===== config.mk =====
export PLATFORM = sky130hd
export DESIGN_NAME = wm_phase_timer_flat
export DESIGN_NICKNAME = d
export VERILOG_FILES = /design/src/rtl/wm_pkg.sv /design/src/rtl/wm_phase_timer_if.sv /design/src/rtl/wm_tick_prescaler.sv /design/src/rtl/wm_phase_timer.sv /design/src/flat_wrapper.sv
export SDC_FILE = /design/constraint.sdc
export NUM_CORES = 1
export LEC_CHECK = 0
export BUFFER_PORTS_ARGS = -buffer_cell sky130_fd_sc_hd__clkbuf_2
export CELL_PAD_IN_SITES_DETAIL_PLACEMENT = 0
export CELL_PAD_IN_SITES_GLOBAL_PLACEMENT = 1
export CORE_MARGIN = 2
export CORE_UTILIZATION = 30
export CTS_BUF_LIST = sky130_fd_sc_hd__clkbuf_4
export CTS_CLUSTER_DIAMETER = 120
export CTS_CLUSTER_SIZE = 40
export DETAILED_ROUTE_END_ITERATION = 6
export MAX_ROUTING_LAYER = met4
export PLACE_DENSITY_LB_ADDON = 0.3
export SYNTH_ARGS = -nofsm -noshare
export SYNTH_HDL_FRONTEND = slang
export SYNTH_SLANG_ARGS = --single-unit

===== constraint.sdc =====
create_clock -name clock -period 4.4 [get_ports clock]
set_clock_uncertainty 0.05 [all_clocks]
set_input_delay 0.22 -clock clock [delete_from_list [all_inputs] [get_ports clock]]
set_output_delay 0.22 -clock clock [all_outputs]
set_load 0.03 [all_outputs]

===== src/rtl/wm_pkg.sv =====
// Shared washing-machine definitions: controller state encoding, phase-timer FSM
// encoding and phase classification helpers.
package wm_pkg;

    typedef enum logic [2:0] {
        STATE_START      = 3'd0,
        STATE_READY      = 3'd1,
        STATE_FILL_WATER = 3'd2,
        STATE_HEAT_WATER = 3'd3,
        STATE_WASH       = 3'd4,
        STATE_RINSE      = 3'd5,
        STATE_SPIN       = 3'd6,
        STATE_FAULT      = 3'd7
    } wm_state_e;

    typedef enum logic [1:0] {
        TMR_IDLE    = 2'd0,
        TMR_RUN     = 2'd1,
        TMR_DONE    = 2'd2,
        TMR_EXPIRED = 2'd3
    } tmr_state_e;

    // Phases that carry a time budget (sensor-terminated or fixed-length).
    function automatic logic is_timed_phase(input logic [2:0] s);
        return (s == STATE_FILL_WATER) || (s == STATE_HEAT_WATER) ||
               (s == STATE_WASH) || (s == STATE_RINSE) || (s == STATE_SPIN);
    endfunction

    function automatic logic is_sensor_phase(input logic [2:0] s);
        return (s == STATE_FILL_WATER) || (s == STATE_HEAT_WATER);
    endfunction

endpackage


===== src/rtl/wm_phase_timer_if.sv =====
// Controller <-> phase-timer signal bundle. The controller side drives state and
// sensors; the timer side returns the phase-end pulses and progress.
interface wm_phase_timer_if #(
    parameter int CNT_W = 16
);
    logic [2:0]       state;
    logic             sig_Full;
    logic             sig_Temperature;
    logic             sig_Cancel;
    logic             sig_Completed;
    logic             sig_Time_Out;
    logic             busy;
    logic [CNT_W-1:0] remaining;

    modport master (
        output state, sig_Full, sig_Temperature, sig_Cancel,
        input  sig_Completed, sig_Time_Out, busy, remaining
    );

    modport slave (
        input  state, sig_Full, sig_Temperature, sig_Cancel,
        output sig_Completed, sig_Time_Out, busy, remaining
    );
endinterface


===== src/rtl/wm_tick_prescaler.sv =====
// Divides the clock into timer ticks: counts 0..TICK_DIV-1 while enabled and
// flags the wrap cycle with a single-cycle tick.
module wm_tick_prescaler #(
    parameter int TICK_DIV = 1000
) (
    input  logic clock,
    input  logic reset_n,
    input  logic clear,
    input  logic enable,
    output logic tick
);
    localparam int PW = (TICK_DIV > 1) ? $clog2(TICK_DIV) : 1;
    localparam logic [PW-1:0] LAST = PW'(TICK_DIV - 1);

    logic [PW-1:0] cnt_q;
    logic [PW-1:0] cnt_d;

    // Tick is combinational so the decrement lands on the same edge as the wrap.
    assign tick = enable && (cnt_q == LAST);

    always_comb begin
        cnt_d = cnt_q;
        if (clear) begin
            cnt_d = '0;
        end else if (enable) begin
            cnt_d = (cnt_q == LAST) ? '0 : cnt_q + PW'(1);
        end
    end

    always_ff @(posedge clock or negedge reset_n) begin
        if (!reset_n) begin
            cnt_q <= '0;
        end else begin
            cnt_q <= cnt_d;
        end
    end

endmodule


===== src/rtl/wm_phase_timer.sv =====
// Phase timing scheduler: loads a per-phase budget on each phase entry and ends
// the phase with a one-cycle sig_Completed or sig_Time_Out pulse.
module wm_phase_timer
    import wm_pkg::*;
#(
    parameter int TICK_DIV    = 1000,
    parameter int CNT_W       = 16,
    parameter int FILL_TICKS  = 600,
    parameter int HEAT_TICKS  = 900,
    parameter int WASH_TICKS  = 1200,
    parameter int RINSE_TICKS = 600,
    parameter int SPIN_TICKS  = 300
) (
    input  logic           clock,
    input  logic           reset_n,
    wm_phase_timer_if.slave bus
);
    localparam longint MAX_CNT = (longint'(1) << CNT_W) - 1;

    if (TICK_DIV < 1 ||
        longint'(FILL_TICKS)  > MAX_CNT || longint'(HEAT_TICKS) > MAX_CNT ||
        longint'(WASH_TICKS)  > MAX_CNT || longint'(RINSE_TICKS) > MAX_CNT ||
        longint'(SPIN_TICKS)  > MAX_CNT) begin : g_param_err
        $error("wm_phase_timer: TICK_DIV < 1 or a phase budget does not fit in CNT_W");
    end

    function automatic logic [CNT_W-1:0] phase_budget(input logic [2:0] s);
        case (s)
            STATE_FILL_WATER: return CNT_W'(FILL_TICKS);
            STATE_HEAT_WATER: return CNT_W'(HEAT_TICKS);
            STATE_WASH:       return CNT_W'(WASH_TICKS);
            STATE_RINSE:      return CNT_W'(RINSE_TICKS);
            STATE_SPIN:       return CNT_W'(SPIN_TICKS);
            default:          return '0;
        endcase
    endfunction

    tmr_state_e       fsm_q;
    logic [2:0]       prev_state_q;
    logic [2:0]       phase_q;
    logic [CNT_W-1:0] remaining_q;
    logic             completed_q;
    logic             timeout_q;
    logic             busy_q;

    logic entry;
    logic tick;
    logic sensor_hit;
    logic last_tick;

    assign entry      = (bus.state != prev_state_q);
    assign sensor_hit = ((phase_q == STATE_FILL_WATER) && bus.sig_Full) ||
                        ((phase_q == STATE_HEAT_WATER) && bus.sig_Temperature);
    // A zero budget ends the phase on the first RUN edge without waiting for a tick.
    assign last_tick  = (remaining_q == '0) || (tick && (remaining_q == CNT_W'(1)));

    wm_tick_prescaler #(
        .TICK_DIV (TICK_DIV)
    ) u_prescaler (
        .clock   (clock),
        .reset_n (reset_n),
        .clear   (entry || bus.sig_Cancel),
        .enable  (fsm_q == TMR_RUN),
        .tick    (tick)
    );

    always_ff @(posedge clock or negedge reset_n) begin
        if (!reset_n) begin
            fsm_q        <= TMR_IDLE;
            prev_state_q <= STATE_START;
            phase_q      <= STATE_START;
            remaining_q  <= '0;
            completed_q  <= 1'b0;
            timeout_q    <= 1'b0;
            busy_q       <= 1'b0;
        end else begin
            prev_state_q <= bus.state;
            completed_q  <= 1'b0;
            timeout_q    <= 1'b0;
            // Cancel outranks entry, so an entry seen during cancel is consumed.
            if (bus.sig_Cancel) begin
                fsm_q       <= TMR_IDLE;
                remaining_q <= '0;
                busy_q      <= 1'b0;
            end else if (entry) begin
                phase_q <= bus.state;
                if (is_timed_phase(bus.state)) begin
                    fsm_q       <= TMR_RUN;
                    remaining_q <= phase_budget(bus.state);
                    busy_q      <= 1'b1;
                end else begin
                    fsm_q       <= TMR_IDLE;
                    remaining_q <= '0;
                    busy_q      <= 1'b0;
                end
            end else if (fsm_q == TMR_RUN) begin
                if (sensor_hit) begin
                    fsm_q       <= TMR_DONE;
                    completed_q <= 1'b1;
                    busy_q      <= 1'b0;
                end else if (last_tick) begin
                    remaining_q <= '0;
                    busy_q      <= 1'b0;
                    if (is_sensor_phase(phase_q)) begin
                        fsm_q     <= TMR_EXPIRED;
                        timeout_q <= 1'b1;
                    end else begin
                        fsm_q       <= TMR_DONE;
                        completed_q <= 1'b1;
                    end
                end else if (tick) begin
                    remaining_q <= remaining_q - CNT_W'(1);
                end
            end
        end
    end

    assign bus.sig_Completed = completed_q;
    assign bus.sig_Time_Out  = timeout_q;
    assign bus.busy          = busy_q;
    assign bus.remaining     = remaining_q;

endmodule

===== src/flat_wrapper.sv =====
// flat-port wrapper written by rule: the top's interface ports become plain ports
module wm_phase_timer_flat import wm_pkg::*;
#(
    parameter int TICK_DIV    = 1000,
    parameter int CNT_W       = 16,
    parameter int FILL_TICKS  = 600,
    parameter int HEAT_TICKS  = 900,
    parameter int WASH_TICKS  = 1200,
    parameter int RINSE_TICKS = 600,
    parameter int SPIN_TICKS  = 300
)
  (clock, reset_n, bus_state, bus_sig_Full, bus_sig_Temperature, bus_sig_Cancel, bus_sig_Completed, bus_sig_Time_Out, bus_busy, bus_remaining);
  wm_phase_timer_if #(.CNT_W(CNT_W)) bus_i ();
  input  logic clock;
  input  logic reset_n;
  input wire logic [$bits(bus_i.state)-1:0] bus_state;
  input wire logic [$bits(bus_i.sig_Full)-1:0] bus_sig_Full;
  input wire logic [$bits(bus_i.sig_Temperature)-1:0] bus_sig_Temperature;
  input wire logic [$bits(bus_i.sig_Cancel)-1:0] bus_sig_Cancel;
  output wire logic [$bits(bus_i.sig_Completed)-1:0] bus_sig_Completed;
  output wire logic [$bits(bus_i.sig_Time_Out)-1:0] bus_sig_Time_Out;
  output wire logic [$bits(bus_i.busy)-1:0] bus_busy;
  output wire logic [$bits(bus_i.remaining)-1:0] bus_remaining;
  assign bus_i.state = bus_state;
  assign bus_i.sig_Full = bus_sig_Full;
  assign bus_i.sig_Temperature = bus_sig_Temperature;
  assign bus_i.sig_Cancel = bus_sig_Cancel;
  assign bus_sig_Completed = bus_i.sig_Completed;
  assign bus_sig_Time_Out = bus_i.sig_Time_Out;
  assign bus_busy = bus_i.busy;
  assign bus_remaining = bus_i.remaining;
  wm_phase_timer #(.TICK_DIV(TICK_DIV), .CNT_W(CNT_W), .FILL_TICKS(FILL_TICKS), .HEAT_TICKS(HEAT_TICKS), .WASH_TICKS(WASH_TICKS), .RINSE_TICKS(RINSE_TICKS), .SPIN_TICKS(SPIN_TICKS)) u_core (.clock(clock), .reset_n(reset_n), .bus(bus_i));
endmodule

==> impl_metrics.yaml <==
outcome:
  status: "complete, no violations"
grt:
  grt_pass1_vias: 1834
  grt_antenna_before_repair: 0
  grt_first_pass_wirelength_mm: 9.95
  grt_overflow: 0
  grt_max_degree: 38
  grt_usage_pct: 15.5
setup_path:
  end_kind: "flop"
  cp_slowest_cell: "a21oi_1"
  crit_type: "flop to flop"
  crit_required_ps: 4560
  cp.arrival_ps: 3180
  cp-start-kind: "flop"
  path_max_fanout: 11
  critPathMaxStageDelay_ps: 620
  cp_cell_sequence: "inv_1, ha_1, nor3b_1, nand4_1, a21oi_1, buf_4, nand2b_1, a31oi_1"
timing:
  relSlewSlack_pct: 34.8
  timing.final.crit_share_pct: 68.6
  setup_tns_ps: 0
  setup_violations: 0
  worst_slew_pin_slew_ps: 978
  fin_crit_ps: 3020
  fmax_ghz: 0.331
  drv_slew: 0
  rsz0062_at_grt: "no"
  hold_viol_final: 0
cells_and_area:
  regArea_sq_um: 926
  multi_input_area_sq_um: 1220
  area_growth_pct: 11.9
  fin_util_pct: 34.6
  nNetsFinal: 277
  final_common_cell: "dfrtp_1"
  final_cell_mix: "dfrtp_1, clkbuf_2, nand2_1"
  drive_above_1_share_pct: 17.2
  antenna_cells: 0
  num-fill-cells: 786
clocking:
  cts_tree: "built"
  ctsResizeCount: 0
  htreeDepth: 2
  holdBufCountCts: 1
  cts_setup_buffers: 0
  cts_max_path_buffers: 2
  clock-sinks: 37
  clockRootBuffer: "clkbuf_4"
  numCtsBuffers: 5
  worstSkewPairLatency_ps: 360
  clkTransAtPathRegs_ps: 120
die:
  die_w_microns: 90.5
  core_area_sq_um: 7250
  die_y_microns: 90.5
  start_util_pct: 30.9
  io_pins: 27
  die-area_sq_um: 8190
  rows: 31
pwr:
  leakage_nw: 1.10
  peakVddDrop_uv: 131
  power_density_nw_per_um2: 307
synthesis:
  syn-cell-area_sq_um: 2240
  netlist_instances: 242
  ys.flop_type: "dfrtp_1"
  yosysSeqAreaShare_pct: 41.3
  ys_warn_count: 0
  ys_ff_latch: 37
  synth_top_area_share_pct: 41.3
  ys_top_cells_by_area: "dfrtp_1, a22o_1, nand2_1"
  synth-async-reset-ratio_pct: 100
  synth_nets: 253
  synth_edf_count: 0
  synth_largest_area_cell: "dfrtp_1"
  synth.distinct_cells: 49
  synth.avg_cell_area_sq_um: 9.27
placement:
  dp_hpwl_mm: 4.37
  port_buffers: 26
  place.gp.congestion: 0.730
route:
  first_pass_iters: 4
  vias: 1998
  drc_errors: 0
  postRouteWirelength_mm: 6.13
  via_per_inst: 5.46
  drt_iter0_drc: 81
  antenna_left: 0
  wire_per_inst_microns: 16.7
hold_path:
  hold_class: "input pin to flop"
flow_run:
  drv_cap: 0
path summary, 6_finish.rpt:
path,startpoint,end,slack [ps],cells after the start
max,u_core.bus.remaining[0],u_core.bus.remaining[12],1380,8
min,bus_sig_Cancel,u_core.fsm_q[0],20,2
max reg2reg,u_core.bus.remaining[0],u_core.bus.remaining[12],1380,8
min reg2reg,u_core.phase_q[1],u_core.phase_q[1],440,2
max in group asynchronous,reset_n,u_core.bus.remaining[0],3190,2
min in group asynchronous,reset_n,u_core.phase_q[1],500,2
final cells by class:
type,instances,share of cell area [%]
Timing Repair Buffer,29,6.18
Inverter,9,1.35
Clock buffer,6,1.79
Clock inverter,2,0.399
Multi-Input combinational cell,184,48.5
Sequential cell,37,36.9
Tap cell,99,4.93
metrics by stage:
step                      hold WS, ps  setup slack, ps  std cells  cell area, sq um  total power, mW
after floorplan                  -126             2070        242              2240            0.533
after global placement            376             1510        357              2450            0.589
after detailed placement          379             1450        357              2450            0.590
after CTS                        20.8             1420        366              2510            0.775
after global routing             28.2             1150        366              2510            0.811
final                            22.1             1380        366              2510            0.771
state kept, by name, indices dropped and copies added (netlist names):
| name | count |
|---|---|
| u_core.u_prescaler.cnt_q | 10 |
| u_core.bus.busy | 1 |
| u_core.fsm_q | 2 |
| u_core.phase_q | 3 |
| u_core.bus.remaining | 16 |
| u_core.bus.sig_Time_Out | 1 |
| u_core.prev_state_q | 3 |
| u_core.bus.sig_Completed | 1 |
synthesized netlist by cell type (4+ instances only):
library cell,number
xor2_1,4
and3_1,7
nand2b_1,5
dfrtp_1,37
buf_2,5
clkbuf_1,5
a22o_1,9
nand2_1,21
inv_1,9
a31oi_1,4
nor3_1,9
nor4_1,4
o22ai_1,12
nand4_1,4
o21ai_0,14
nor2_1,12
a21oi_1,12
nand3_1,9
xnor2_1,5
a41oi_1,4
critical path, delay by kind of cell (launching register included):
kind | cells | cell delay, ps
and+or+nand+nor | 3 | 990
AOI/OAI and AO/OA | 2 | 770
DFF | 1 | 450
adders and majority gates | 1 | 250
buffers and inverters | 2 | 380
layer usage:
metal,global-route usage [%],vias to the layer above,share of wire [%]
met5,-,-,0
met4,4.23,0,1.3
met3,3.17,7,4.6
met2,22.7,45,45
met1,21.9,963,49
li1,-,983,-
cell families (layout without fill, tap and decap cells):
group,Yosys count,in the layout,share of synthesized area [%]
buf+inv,21,46,4.46
mux,1,1,0.502
flops,37,37,41.3
compound gates,79,79,24.3
simple gates,92,92,24.3
fa+ha+maj,3,3,1.67
xor+xnor,9,9,3.51
power by group:
part           switching [mW]  internal (mW)
Sequential             0.0234          0.355
Clock                   0.119         0.0671
Combinational           0.135         0.0712
Total                   0.277          0.494
(Power assumes the default switching activity.)
